--- src/rtl/cpu_pkg.sv ---
// Shared widths, reset values and constants for the CPU datapath blocks.
// No logic. Constants only.
// Not applicable: this file carries no handshake.
package cpu_pkg;

    localparam int ADDR_WIDTH = 16;
    localparam int DATA_WIDTH = 8;

    localparam logic [ADDR_WIDTH-1:0] RESET_VECTOR = 16'h0000;
    localparam logic [ADDR_WIDTH-1:0] DP_RESET     = 16'h0000;

    // Value driven onto the ALU B operand when no pointer byte is selected.
    localparam logic [DATA_WIDTH-1:0] ALU_B_ZERO = 8'h00;

endpackage

--- src/rtl/pointer_unit_if.sv ---
// Bundles the control strobes and outputs between control_unit and pointer_unit.
// No latency. Wires only.
// n_mem_rdy=1 is the stall; it travels with the strobes it qualifies.
interface pointer_unit_if;
    import cpu_pkg::*;

    logic                  n_mem_rdy;
    logic                  inc_ip;
    logic                  swap_p;
    logic                  addr_dp;
    logic                  n_we_pl;
    logic                  n_we_ph;
    logic [DATA_WIDTH-1:0] di;
    logic                  n_oe_pl_alu;
    logic                  n_oe_ph_alu;
    logic [ADDR_WIDTH-1:0] addr;
    logic [DATA_WIDTH-1:0] alu_b;
    logic                  p_selector;
    logic                  ip_wrap;

    // Control side: drives the strobes and observes the pointer outputs.
    modport master (
        output n_mem_rdy, inc_ip, swap_p, addr_dp, n_we_pl, n_we_ph, di,
               n_oe_pl_alu, n_oe_ph_alu,
        input  addr, alu_b, p_selector, ip_wrap
    );

    // Pointer side: consumes the strobes and drives the outputs.
    modport slave (
        input  n_mem_rdy, inc_ip, swap_p, addr_dp, n_we_pl, n_we_ph, di,
               n_oe_pl_alu, n_oe_ph_alu,
        output addr, alu_b, p_selector, ip_wrap
    );

endinterface

--- src/rtl/pointer_reg.sv ---
// One 16-bit physical pointer register with increment and per-byte writes.
// Updates on the posedge; carry-out is combinational from the current value.
// i_en low holds the register and ignores increment and writes.
module pointer_reg
    import cpu_pkg::*;
#(
    parameter logic [ADDR_WIDTH-1:0] RESET_VAL = '0
) (
    input  logic                  clk,
    input  logic                  n_rst,
    input  logic                  i_en,
    input  logic                  i_inc,
    input  logic                  i_we_lo,
    input  logic                  i_we_hi,
    input  logic [DATA_WIDTH-1:0] i_di,
    output logic [ADDR_WIDTH-1:0] o_q,
    output logic                  o_carry
);

    logic [ADDR_WIDTH-1:0] r_q;
    logic [ADDR_WIDTH:0]   w_sum;
    logic [ADDR_WIDTH-1:0] w_next;

    assign w_sum = {1'b0, r_q} + {{ADDR_WIDTH{1'b0}}, 1'b1};

    // Next value: optional increment, then byte writes overlay it.
    always_comb begin
        w_next = i_inc ? w_sum[ADDR_WIDTH-1:0] : r_q;
        if (i_we_lo) w_next[DATA_WIDTH-1:0]          = i_di;
        if (i_we_hi) w_next[ADDR_WIDTH-1:DATA_WIDTH] = i_di;
    end

    // Register with synchronous reset and stall-hold enable.
    always_ff @(posedge clk) begin
        if (!n_rst)    r_q <= RESET_VAL;
        else if (i_en) r_q <= w_next;
    end

    assign o_q     = r_q;
    assign o_carry = i_inc & w_sum[ADDR_WIDTH];

endmodule

--- src/rtl/pointer_unit.sv ---
// Holds IP and DP as two physical registers plus a mapping bit; drives addr and alu_b.
// State changes on the posedge; addr/alu_b are combinational from the current state.
// n_mem_rdy=1 freezes all state and discards strobes for that cycle.
module pointer_unit
    import cpu_pkg::*;
#(
    parameter int                    ADDR_WIDTH   = cpu_pkg::ADDR_WIDTH,
    parameter logic [ADDR_WIDTH-1:0] RESET_VECTOR = cpu_pkg::RESET_VECTOR,
    parameter logic [ADDR_WIDTH-1:0] DP_RESET     = cpu_pkg::DP_RESET
) (
    input logic           clk,
    input logic           n_rst,
    pointer_unit_if.slave bus
);

    // ADDR_WIDTH is fixed at two bytes: the byte-write and alu_b paths assume it.

    logic                  r_sel;
    logic                  r_ip_wrap;
    logic                  w_en;
    logic                  w_we_lo;
    logic                  w_we_hi;
    logic [ADDR_WIDTH-1:0] w_q0;
    logic [ADDR_WIDTH-1:0] w_q1;
    logic                  w_c0;
    logic                  w_c1;
    logic [ADDR_WIDTH-1:0] w_ip;
    logic [ADDR_WIDTH-1:0] w_dp;

    assign w_en    = ~bus.n_mem_rdy;
    assign w_we_lo = ~bus.n_we_pl;
    assign w_we_hi = ~bus.n_we_ph;

    // Steering uses the pre-edge mapping: sel=0 means reg0 is IP, reg1 is DP.
    // Swap only flips sel, so increment/write land in the old roles.
    pointer_reg #(.RESET_VAL(RESET_VECTOR)) u_reg0 (
        .clk     (clk),
        .n_rst   (n_rst),
        .i_en    (w_en),
        .i_inc   (bus.inc_ip & ~r_sel),
        .i_we_lo (w_we_lo & r_sel),
        .i_we_hi (w_we_hi & r_sel),
        .i_di    (bus.di),
        .o_q     (w_q0),
        .o_carry (w_c0)
    );

    pointer_reg #(.RESET_VAL(DP_RESET)) u_reg1 (
        .clk     (clk),
        .n_rst   (n_rst),
        .i_en    (w_en),
        .i_inc   (bus.inc_ip & r_sel),
        .i_we_lo (w_we_lo & ~r_sel),
        .i_we_hi (w_we_hi & ~r_sel),
        .i_di    (bus.di),
        .o_q     (w_q1),
        .o_carry (w_c1)
    );

    assign w_ip = r_sel ? w_q1 : w_q0;
    assign w_dp = r_sel ? w_q0 : w_q1;

    // Mapping bit: a swap exchanges IP/DP by relabelling, not by copying.
    always_ff @(posedge clk) begin
        if (!n_rst)                   r_sel <= 1'b0;
        else if (w_en && bus.swap_p)  r_sel <= ~r_sel;
    end

    // Sticky wrap flag: only the IP register is ever incremented, so either carry means IP wrapped.
    always_ff @(posedge clk) begin
        if (!n_rst)                  r_ip_wrap <= 1'b0;
        else if (w_en && (w_c0 | w_c1)) r_ip_wrap <= 1'b1;
    end

    // ALU B operand: low byte has priority over high byte, else the zero operand.
    always_comb begin
        bus.alu_b = ALU_B_ZERO;
        if (!bus.n_oe_pl_alu)      bus.alu_b = w_dp[DATA_WIDTH-1:0];
        else if (!bus.n_oe_ph_alu) bus.alu_b = w_dp[ADDR_WIDTH-1:DATA_WIDTH];
    end

    assign bus.addr       = bus.addr_dp ? w_dp : w_ip;
    assign bus.p_selector = r_sel;
    assign bus.ip_wrap    = r_ip_wrap;

endmodule

--- src/flat_wrapper.sv ---
// flat-port wrapper written by rule: the top's interface ports become plain ports
module pointer_unit_flat import cpu_pkg::*;
#(
    parameter int                    ADDR_WIDTH   = cpu_pkg::ADDR_WIDTH,
    parameter logic [ADDR_WIDTH-1:0] RESET_VECTOR = cpu_pkg::RESET_VECTOR,
    parameter logic [ADDR_WIDTH-1:0] DP_RESET     = cpu_pkg::DP_RESET
)
  (clk, n_rst, bus_n_mem_rdy, bus_inc_ip, bus_swap_p, bus_addr_dp, bus_n_we_pl, bus_n_we_ph, bus_di, bus_n_oe_pl_alu, bus_n_oe_ph_alu, bus_addr, bus_alu_b, bus_p_selector, bus_ip_wrap);
  pointer_unit_if bus_i ();
  input logic clk;
  input logic n_rst;
  input wire logic [$bits(bus_i.n_mem_rdy)-1:0] bus_n_mem_rdy;
  input wire logic [$bits(bus_i.inc_ip)-1:0] bus_inc_ip;
  input wire logic [$bits(bus_i.swap_p)-1:0] bus_swap_p;
  input wire logic [$bits(bus_i.addr_dp)-1:0] bus_addr_dp;
  input wire logic [$bits(bus_i.n_we_pl)-1:0] bus_n_we_pl;
  input wire logic [$bits(bus_i.n_we_ph)-1:0] bus_n_we_ph;
  input wire logic [$bits(bus_i.di)-1:0] bus_di;
  input wire logic [$bits(bus_i.n_oe_pl_alu)-1:0] bus_n_oe_pl_alu;
  input wire logic [$bits(bus_i.n_oe_ph_alu)-1:0] bus_n_oe_ph_alu;
  output wire logic [$bits(bus_i.addr)-1:0] bus_addr;
  output wire logic [$bits(bus_i.alu_b)-1:0] bus_alu_b;
  output wire logic [$bits(bus_i.p_selector)-1:0] bus_p_selector;
  output wire logic [$bits(bus_i.ip_wrap)-1:0] bus_ip_wrap;
  assign bus_i.n_mem_rdy = bus_n_mem_rdy;
  assign bus_i.inc_ip = bus_inc_ip;
  assign bus_i.swap_p = bus_swap_p;
  assign bus_i.addr_dp = bus_addr_dp;
  assign bus_i.n_we_pl = bus_n_we_pl;
  assign bus_i.n_we_ph = bus_n_we_ph;
  assign bus_i.di = bus_di;
  assign bus_i.n_oe_pl_alu = bus_n_oe_pl_alu;
  assign bus_i.n_oe_ph_alu = bus_n_oe_ph_alu;
  assign bus_addr = bus_i.addr;
  assign bus_alu_b = bus_i.alu_b;
  assign bus_p_selector = bus_i.p_selector;
  assign bus_ip_wrap = bus_i.ip_wrap;
  pointer_unit #(.ADDR_WIDTH(ADDR_WIDTH), .RESET_VECTOR(RESET_VECTOR), .DP_RESET(DP_RESET)) u_core (.clk(clk), .n_rst(n_rst), .bus(bus_i));
endmodule
--- config.mk ---
export PLATFORM = sky130hd
export DESIGN_NAME = pointer_unit_flat
export DESIGN_NICKNAME = d
export VERILOG_FILES = /design/src/rtl/cpu_pkg.sv /design/src/rtl/pointer_unit_if.sv /design/src/rtl/pointer_reg.sv /design/src/rtl/pointer_unit.sv /design/src/flat_wrapper.sv
export SDC_FILE = /design/constraint.sdc
export NUM_CORES = 1
export LEC_CHECK = 0
export ABC_CLOCK_PERIOD_IN_PS = 3900
export CAP_MARGIN = 20
export CELL_PAD_IN_SITES_DETAIL_PLACEMENT = 1
export CELL_PAD_IN_SITES_GLOBAL_PLACEMENT = 2
export CORE_MARGIN = 2
export CORE_UTILIZATION = 25
export CTS_CLUSTER_SIZE = 28
export DETAILED_ROUTE_END_ITERATION = 8
export PLACE_DENSITY_LB_ADDON = 0.1
export SLEW_MARGIN = 5
export SYNTH_ARGS = -nofsm -noshare
export SYNTH_HDL_FRONTEND = slang
export SYNTH_SLANG_ARGS = --single-unit
--- constraint.sdc ---
create_clock -name clk -period 3.9 [get_ports clk]
set_input_delay 0.975 -clock clk [delete_from_list [all_inputs] [get_ports clk]]
set_output_delay 0.975 -clock clk [all_outputs]
set_load 0.03 [all_outputs]
# Yosys cells after proc, flatten, opt, wreduce, memory -nomap -nowiden
# Cells that the tools add are included.
[op_classes] n_addsub=2 mux=11 bitwise=13 n_reduce_logical=10
[op_table] op="$mux W16" n=5
[op_table] op="$mux W8" n=6
[op_table] op="$add A16 B1 Y17 const B" n=2
[op_table] op="$and A1 B1 Y1" n=8
[op_table] op="$reduce_and A2 Y1" n=4
[op_table] op="$reduce_bool A2 Y1" n=4
[op_table] op="$not A1 Y1" n=4
[op_table] op="$logic_and A1 B1 Y1" n=2
[op_table] op="$or A1 B1 Y1" n=1
[word_totals] ff_bits=34 output_inout_bits=26 elab_cells=42

# Longest topological paths before layout
# Gate-level depths: netlist (run 1).
[logic_depth] word_depth=5 mapped_depth=7

# By module
# Synthesis (run 1) repeated with hierarchy kept, for this count alone.
[unflattened] hier_cells=364 hier_area_um2=2947.8
[by_module_without_submodules] mod="pointer_reg at u_core.u_reg1" instances=1 cells_each=151 area_each_um2=1194.9
[by_module_without_submodules] mod="pointer_reg at u_core.u_reg0" instances=1 cells_each=150 area_each_um2=1136.1
[by_module_without_submodules] mod="pointer_unit" instances=1 cells_each=63 area_each_um2=616.8

# Worst setup path before layout (run 1)
# No wires, ideal clock.
[synth_path] path_type="input-to-output" from="in bus_addr_dp" to="out bus_addr[10]" arrival_ps=2182 required_ps=2925 slack_ps=743 stages=3 n_path_buf=1 cell_sequence="xnor2_1 buf_4 mux2_2"
[synth_between] elab_chain_len=1
[synth_lines] item="start: declaration" line_no="flat_wrapper.sv:15" rtl="input wire logic [$bits(bus_i.addr_dp)-1:0] bus_addr_dp;"
[synth_lines] item="$mux W16" line_no="pointer_unit.sv:82" rtl="assign bus.addr = bus.addr_dp ? w_dp : w_ip;"
[synth_lines] item="end: declaration" line_no="flat_wrapper.sv:21" rtl="output wire logic [$bits(bus_i.addr)-1:0] bus_addr;"
# Every way passes these cells.

# Worst setup path in the final report (run 1)
[layout_path] from="in bus_addr_dp" to="out bus_addr[6]"
# The elaborated chain is that of the path after synthesis.

==> impl_metrics.yaml, run 1 <==
layout:
  drive_gt1_frac: 0.141
  areaGrowthSynthToFinish_pct: 24.1
  finalNetCount: 416
  finalNonFillerCells: 538
  fill_cells: 1327
job:
  cap_violations: 0
yosys:
  synth_xor_area_frac: 0.00622
  yosysTopAreaCell: "dfxtp_1"
  synth_edf_count: 0
  netlist.area_leader.share: 0.242
  syn_nets: 388
  ys_types: 68
  syn_area_per_cell_sq_um: 7.65
  ys_ff_latch: 34
  yosysMostFrequentCell: "nand2_1"
  syn_area_sq_um: 2820
  synth_ff_type: "dfxtp_1"
  synth_simple_gate_area_frac: 0.304
  yosys-top-cells-area: "dfxtp_1 (24%), mux2i_1 (5.7%), mux2_2 (5.6%), nand2_1 (4.9%), o21ai_0 (4.1%)"
  async_flop_share: 0
  synth_compound_area_frac: 0.260
  syn_inst: 368
  synth_top_family_by_area: "simple AND/OR/NAND/NOR gates"
  yosysWarnings: 0
  yosysSeqAreaShare: 0.242
  synth_mux_area_frac: 0.121
  synthTopCellsByCount: "nand2_1 (37), dfxtp_1 (34), o21ai_0 (23), nand3_1 (20), nor2_1 (18)"
  synth_fa_ha_area_frac: 0.00889
floorplan:
  rows: 38
  core_area_sq_um: 10900
  dieArea_sq_um: 12100
  start_util: 0.257
  die_h_um: 110
  die_w_um: 110
  io_pins: 44
power:
  p_leak_uw: 0.00119
  vdd_drop_max_uv: 137
  total_power_uw: 1150
  p_per_area_nw_per_um2: 330
  pwr-share-comb: 0.276
  clkPwrFrac: 0.366
  swShare: 0.343
  p_sw_uw: 396
  internal_power_uw: 758
  seqPwrFrac: 0.358
sta:
  worst_pin_slew_ns: 0.854
  rsz0062_at_grt: "no"
  min_period_over_period: 0.955
  max_freq_mhz: 268
  setup_slack_ns: 0.174
  maxSlewHeadroom: 0.429
  setup_tns_ns: 0
  maxSlewViolCount: 0
  setup_viol: 0
  skew_ns: 0.00359
  fin_crit_ns: 3.73
  hold_viol: 0
worst_setup_path:
  rrSetupSlack_ns: 1.80
  crit_chain: "clkdlybuf4s50_1, xnor2_2, buf_12, mux2_2, clkdlybuf4s50_1"
  cp-start-kind: "primary input"
  cp_max_fo: 18
  reg2reg_to: "u_core.u_reg0.o_q[12]"
  required_ns: 2.92
  crit_slowest_cell: "clkdlybuf4s50_1"
  rr_worst_depth: 5
  r2r-start: "u_core.u_reg0.o_q[0]"
  end_kind: "primary output"
  crit_type: "in -> out"
  max_stage_delay_ns: 0.60
  cp.arrival_ns: 2.75
  path_common_cell: "clkdlybuf4s50_1"
drt:
  first_iter_violations: 105
  drt_wl_total_mm: 11.6
  drc_errors: 0
  drt_first_pass_iters: 4
  final_antenna_net_count: 0
  vias: 3035
  wl_per_cell_um: 21.6
  viasPerCell: 5.64
global_routing:
  antenna_found_initial: 0
  use_met3: 0.0335
  use_met2: 0.304
  grt_overflow: 0
  grt_start_max_net_pins: 48
  grtUsageMet1: 0.297
  grt_use_total: 0.202
  grt_pass1_vias: 3037
  grt_pass1_wl_mm: 18.3
  gr-max-usage-layer: "met2"
placed_design:
  pre_cts_slack_ns: 0.163
  place_inst: 529
  dpl.hpwl_mm: 8.28
  place.gp.congestion: 0.742
  place.port_buffers: 43
worst_hold_path:
  min_from: "u_core.bus.ip_wrap"
  whs_endpoint: "u_core.bus.ip_wrap"
  whs_path_depth: 2
  min_path_type: "reg -> reg"
clock_network:
  path_clk_slew_ns: 0.06
  numCtsBuffers: 5
  cts.htree.levels: 2
  cts-resized-gates: 0
  clk_latency_ns: 0.28
  root_buffer: "clkbuf_16"
  cts_buffer_depth: 2
  cts_sinks: 34
  postCtsSetupBuffers: 0
  cts_hold_buf: 0
  cts_tree: "yes"
outcome:
  outcome: "finished clean"
-- stage by stage --
step                cell area, sq um   util  hold WS, ns
finish                          3490  0.319        0.478
global route                    3490  0.319        0.512
CTS                             3490  0.319        0.491
detailed placement              3340  0.306        0.476
global placement                3340  0.306        0.462
floorplan                       2820      -        0.482
-- layout by cell type, fill, tap and decap left out, drive strengths merged, types with 6 or more instances in the layout --
master and n:
nand3 20, o22ai 7, mux2i 16, nand2 37
nor2 18, nand4 13, nand2b 6, buf 18
nor3 8, o21ai 23, a21boi 9, clkdlybuf4s50 34
mux2 14, nor2b 8, a21oi 19, clkbuf 7
dfxtp 34, and2 12
-- state kept, by name, indices dropped and copies added (netlist names) --
signal / count
u_core.u_reg0.o_q: 16
u_core.bus.p_selector: 1
u_core.bus.ip_wrap: 1
u_core.u_reg1.o_q: 16
-- how the worst max path moves through the flow --
| stage | start | to | slack, ns | cells past startpoint |
|---|---|---|---|---|
| 2_1_floorplan | bus_addr_dp | bus_addr[10] | 0.74 | 3 |
| 3_3_place_gp | bus_addr_dp | bus_addr[8] | 0.20 | 5 |
| 3_5_place_dp | bus_addr_dp | bus_addr[6] | 0.16 | 5 |
| 4_1_cts | bus_addr_dp | bus_addr[6] | 0.16 | 5 |
| 5_1_grt | bus_addr_dp | bus_addr[6] | 0.11 | 5 |
| 6_report | bus_addr_dp | bus_addr[6] | 0.17 | 5 |
-- area by class of cell --
class                   count  area (sq um)  area share
clock inverters             1          5.00     0.00143
clock buffers               7           143      0.0408
diodes                      1          2.50    0.000716
repair buffers             52           488       0.140
well taps                 140           175      0.0501
multi-input cells         298          1980       0.567
flip-flops and latches     34           681       0.195
inverters                   5          18.8     0.00537
-- cells by family after synthesis --
| logic type | Yosys count |
|---|---|
| buffers and inverters | 36 |
| flip-flops | 34 |
| adder cells (fa/ha/maj) | 2 |
| AND/OR/NAND/NOR | 157 |
| multiplexers | 31 |
| AO/OA/AOI/OAI | 106 |
| XOR/XNOR | 2 |
-- power groups by stage --
stage                     Combinational, uW  Sequential (uW)  Clock [uW]
after floorplan                         208              398           0
after global placement                  315              423           0
after detailed placement                320              421           0
after CTS                               321              413         434
after global routing                    346              418         447
final                                   318              413         423
-- critical path, delay by kind of cell --
kind | cells | cell delay [ns]
mux | 1 | 0.35
buf+inv | 3 | 1.29
xor+xnor | 1 | 0.14
-- per-layer routing --
metal / vias up / wire (um)
met4: 0 / 125
met5: - / 0
met3: 9 / 506
met1: 1509 / 6040
met2: 64 / 4970
li1: 1453 / -
(Power assumes the default switching activity.)
==> inputs of run 2 (changes only) <==
ABC_CLOCK_PERIOD_IN_PS = 4040   (was 3900)
CORE_MARGIN = 3   (was 2)
SKIP_LAST_GASP = 1   (was not set)
clock period = 4.04 ns   (was 3.9 ns; I/O delays follow)
==> run 2 against run 1 <==
Net effect: worst setup slack improved by 0.054 ns; sequential power fell by 2%; utilization did not move; non-clock buffer count did not move; register-to-register slack got worse by 0.11 ns; hold slack improved by 0.013 ns; final cell count fell by 0.37%; clock-buffer cell count did not move; clock skew barely moved; global-route usage fell by 1.3 points; critical endpoint unchanged.
==> impl_metrics.yaml, run 2 (synthesis gave the netlist of run 1 again) <==
outcome:
  outcome: "finished clean"
worst_setup_path:
  end_kind: "primary output"
  critPathLaunch: "bus_addr_dp"
  cp.arrival_ns: 2.80
  rr_worst_depth: 5
  cp-start-kind: "primary input"
  cp_max_fo: 18
  crit_type: "in -> out"
  reg2reg_to: "u_core.u_reg0.o_q[4]"
  required_ns: 3.03
  r2r-start: "u_core.bus.p_selector"
  rrSetupSlack_ns: 1.69
drt:
  top_layer: "met4"
  final_antenna_net_count: 0
  wl_per_cell_um: 21.9
  vias: 2974
  wl_met3_um: 650
  drc_errors: 0
  viasPerCell: 5.55
  drt_first_pass_iters: 4
  first_iter_violations: 147
  wirelength_met1_mm: 5.89
  drt_wl_total_mm: 11.7
  wl_met2_mm: 5.07
sta:
  max_freq_mhz: 262
  fin_crit_ns: 3.81
  holdWs_ns: 0.492
  rsz0062_at_grt: "no"
  worst_pin_slew_ns: 0.915
  hold_viol: 0
  maxSlewViolCount: 0
  setup_viol: 0
  setup_tns_ns: 0
  min_period_over_period: 0.944
  maxSlewHeadroom: 0.388
  skew_ns: 0.00345
job:
  cap_violations: 0
clock_network:
  path_clk_slew_ns: 0.06
  cts.htree.levels: 2
  cts_sinks: 34
  cts-resized-gates: 0
  postCtsSetupBuffers: 0
  cts_tree: "yes"
  cts_hold_buf: 0
  root_buffer: "clkbuf_16"
  numCtsBuffers: 5
  cts_buffer_depth: 2
  clk_latency_ns: 0.28
layout:
  fill_cells: 1314
  areaGrowthSynthToFinish_pct: 24.1
  antenna-diode-count: 0
  finalNetCount: 416
  layout_commonest_cell: "clkdlybuf4s50_1"
  drive_gt1_frac: 0.119
  layout_common_cells: "clkdlybuf4s50_1 (41), nand2_1 (37), dfxtp_1 (34)"
worst_hold_path:
  min_from: "u_core.bus.ip_wrap"
  whs_endpoint: "u_core.bus.ip_wrap"
  min_path_type: "reg -> reg"
  whs_path_depth: 2
global_routing:
  antenna_found_initial: 0
  grt_use_total: 0.189
  grt_overflow: 0
  grt_pass1_vias: 3051
  grt_pass1_wl_mm: 18.7
  grt_start_max_net_pins: 48
floorplan:
  start_util: 0.257
  rows: 38
  die_w_um: 112
  dieArea_sq_um: 12600
  core_area_sq_um: 10900
  die_h_um: 112
  io_pins: 44
power:
  vdd_drop_max_uv: 132
  p_per_area_nw_per_um2: 311
  p_leak_uw: 0.00116
placed_design:
  dpl.hpwl_mm: 8.34
  place.gp.congestion: 0.739
  place.port_buffers: 43
[run 2: worst max path at each step]
stage	endpoint	slack [ns]	cells after the start
detailed placement	bus_addr[6]	0.23	5
finish	bus_addr[6]	0.23	5
CTS	bus_addr[6]	0.23	5
global route	bus_alu_b[7]	0.18	4
floorplan	bus_addr[10]	0.81	3
global placement	bus_alu_b[7]	0.24	4
[run 2: metrics by stage]
stage	setup slack, ns	total power, uW	utilization	instances	cell area (sq um)
CTS	0.226	1100	0.319	536	3490
finish	0.228	1090	0.319	536	3490
global placement	0.240	716	0.307	529	3360
global route	0.182	1150	0.319	536	3490
floorplan	0.813	585	-	368	2820
detailed placement	0.233	717	0.307	529	3360
[run 2: metal layers]
layer | vias up | track usage
met2 | 60 | 0.278
li1 | 1451 | -
met5 | - | 0
met4 | 0 | 0.0441
met3 | 7 | 0.0437
met1 | 1456 | 0.280
[run 2: report_power, final]
part | total [uW] | internal, uW | switching [uW] | leakage, uW
registers | 405 | 357 | 48.5 | 0.000277
clock network | 378 | 226 | 152 | 0.0000640
logic | 304 | 132 | 172 | 0.000822
total | 1090 | 715 | 373 | 0.00116
[run 2: worst max-delay path, cell delays in order]
cell and delay [ns]:
clkdlybuf4s50_1 0.50, xnor2_2 0.14, buf_12 0.19, mux2_2 0.35, clkdlybuf4s50_1 0.61
[run 2: final cells by class]
class	instances	area, sq um	area share
clock buffers	7	133	0.0380
inverters	5	18.8	0.00537
multi-input cells	298	1980	0.567
flip-flops and latches	34	681	0.195
well taps	140	175	0.0501
repair buffers	52	505	0.145
==> inputs of run 3 (changes only) <==
CORE_MARGIN = 5   (was 3)
CTS_CLUSTER_SIZE = not set   (was 28)
==> run 3 against run 2 <==
Net effect: first-iteration DRC count is 46% lower; combinational power rose by 3%; sequential share of layout area about the same; utilization grew 0.080 points; hold slack got worse by 0.0072 ns; sequential cell count is the same; clock-buffer cell count stayed put; clock skew is 0.0020 ns higher; non-clock buffer count unchanged; critical path depth stayed put; critical path type unchanged.
==> impl_metrics.yaml, run 3 (synthesis gave the netlist of run 1 again) <==
outcome:
  outcome: "finished clean"
placed_design:
  dpl.hpwl_mm: 8.25
  place.port_buffers: 43
  place.gp.congestion: 0.749
sta:
  maxSlewViolCount: 0
  hold_viol: 0
  maxSlewHeadroom: 0.428
  worst_pin_slew_ns: 0.855
  skew_ns: 0.00550
  rsz0062_at_grt: "no"
  min_period_over_period: 0.972
  max_freq_mhz: 255
  setup_viol: 0
  setup_tns_ns: 0
  fin_crit_ns: 3.93
layout:
  layout_commonest_cell: "clkdlybuf4s50_1"
  areaGrowthSynthToFinish_pct: 24.4
  layout_common_cells: "clkdlybuf4s50_1 (40), nand2_1 (37), dfxtp_1 (34)"
  final_core_util: 0.320
  finalNetCount: 416
  fill_cells: 1317
  drive_gt1_frac: 0.121
  register_area_sq_um: 681
  antenna-diode-count: 0
  multiInputGateArea_sq_um: 1990
clock_network:
  cts_sinks: 34
  cts_buffer_depth: 2
  path_clk_slew_ns: 0.06
  numCtsBuffers: 5
  cts_hold_buf: 0
  clk_latency_ns: 0.28
  cts.htree.levels: 2
  root_buffer: "clkbuf_16"
  cts_tree: "yes"
drt:
  drc_errors: 0
  final_antenna_net_count: 0
  wl_per_cell_um: 21.8
  vias: 2931
  drt_wl_total_mm: 11.7
  viasPerCell: 5.47
  drt_first_pass_iters: 4
  first_iter_violations: 79
worst_hold_path:
  whs_path_depth: 2
  min_path_type: "reg -> reg"
power:
  vdd_drop_max_uv: 124
  total_power_uw: 1090
  p_per_area_nw_per_um2: 311
  p_leak_uw: 0.00117
floorplan:
  die_w_um: 116
  core_area_sq_um: 10900
  start_util: 0.257
  rows: 38
  dieArea_sq_um: 13500
  io_pins: 44
  die_h_um: 116
global_routing:
  grt_overflow: 0
  antenna_found_initial: 0
  grt_pass1_vias: 3070
  grt_use_total: 0.177
  grt_start_max_net_pins: 48
  grt_pass1_wl_mm: 18.3
worst_setup_path:
  cp_max_fo: 14
  crit_type: "in -> out"
  required_ns: 3.03
  rr_worst_depth: 5
  end_kind: "primary output"
  cp-start-kind: "primary input"
  cp.arrival_ns: 2.92
job:
  cap_violations: 0
-- run 3: cell count changes in the layout (fill, tap and decap cells not counted) --
| cell | change |
|---|---|
| clkdlybuf4s50_1 | -1 |
| buf_4 | +1 |
| xnor2_2 | -1 |
| xnor2_4 | +1 |
-- run 3: what timing repair did --
| action | 4_1_cts | 5_1_grt |
|---|---|---|
| setup endpoints to repair | 0 | 1 |
| buffers inserted | 0 | 0 |
| gates resized for setup | 0 | 1 |
-- run 3: final timing paths --
kind / start / to / slack (ns)
setup / recovery: bus_addr_dp / bus_addr[10] / 0.11
hold reg to reg: u_core.bus.ip_wrap / u_core.bus.ip_wrap / 0.48
setup reg to reg: u_core.u_reg0.o_q[0] / u_core.u_reg0.o_q[12] / 1.95
hold / removal: u_core.bus.ip_wrap / u_core.bus.ip_wrap / 0.48
-- run 3: metal layers --
layer / vias up / wire length [um] / global-route usage
met4: 0 / 104 / 0.0309
li1: 1447 / - / -
met5: - / 0 / 0
met1: 1425 / 6140 / 0.261
met2: 50 / 4920 / 0.269
met3: 9 / 517 / 0.0373
-- run 3: area by class of cell --
cell class | count | share of cell area
tap | 140 | 0.0500
timing repair buffer | 52 | 0.144
sequential | 34 | 0.194
clock buffer | 7 | 0.0379
inverter | 5 | 0.00536
multi-input combinational | 298 | 0.569
-- run 3: power breakdown --
group | internal [uW] | leakage [uW] | total [uW] | switching (uW)
logic | 132 | 0.000826 | 312 | 180
registers | 357 | 0.000277 | 399 | 41.7
clock network | 226 | 0.0000640 | 378 | 152
total | 715 | 0.00117 | 1090 | 374
-- run 3: critical path: stages --
cell	delay (ns)
clkdlybuf4s50_1	0.48
xnor2_4	0.27
buf_12	0.19
mux2_2	0.35
clkdlybuf4s50_1	0.60
-- run 3: stage by stage --
stage	hold slack (ns)	area, sq um	setup slack (ns)	std cells
3_3_place_gp	0.462	3360	0.132	529
6_report	0.484	3500	0.114	536
3_5_place_dp	0.480	3360	0.0840	529
5_1_grt	0.498	3500	0.0485	536
4_1_cts	0.492	3490	0.0818	536
2_1_floorplan	0.482	2820	0.813	368
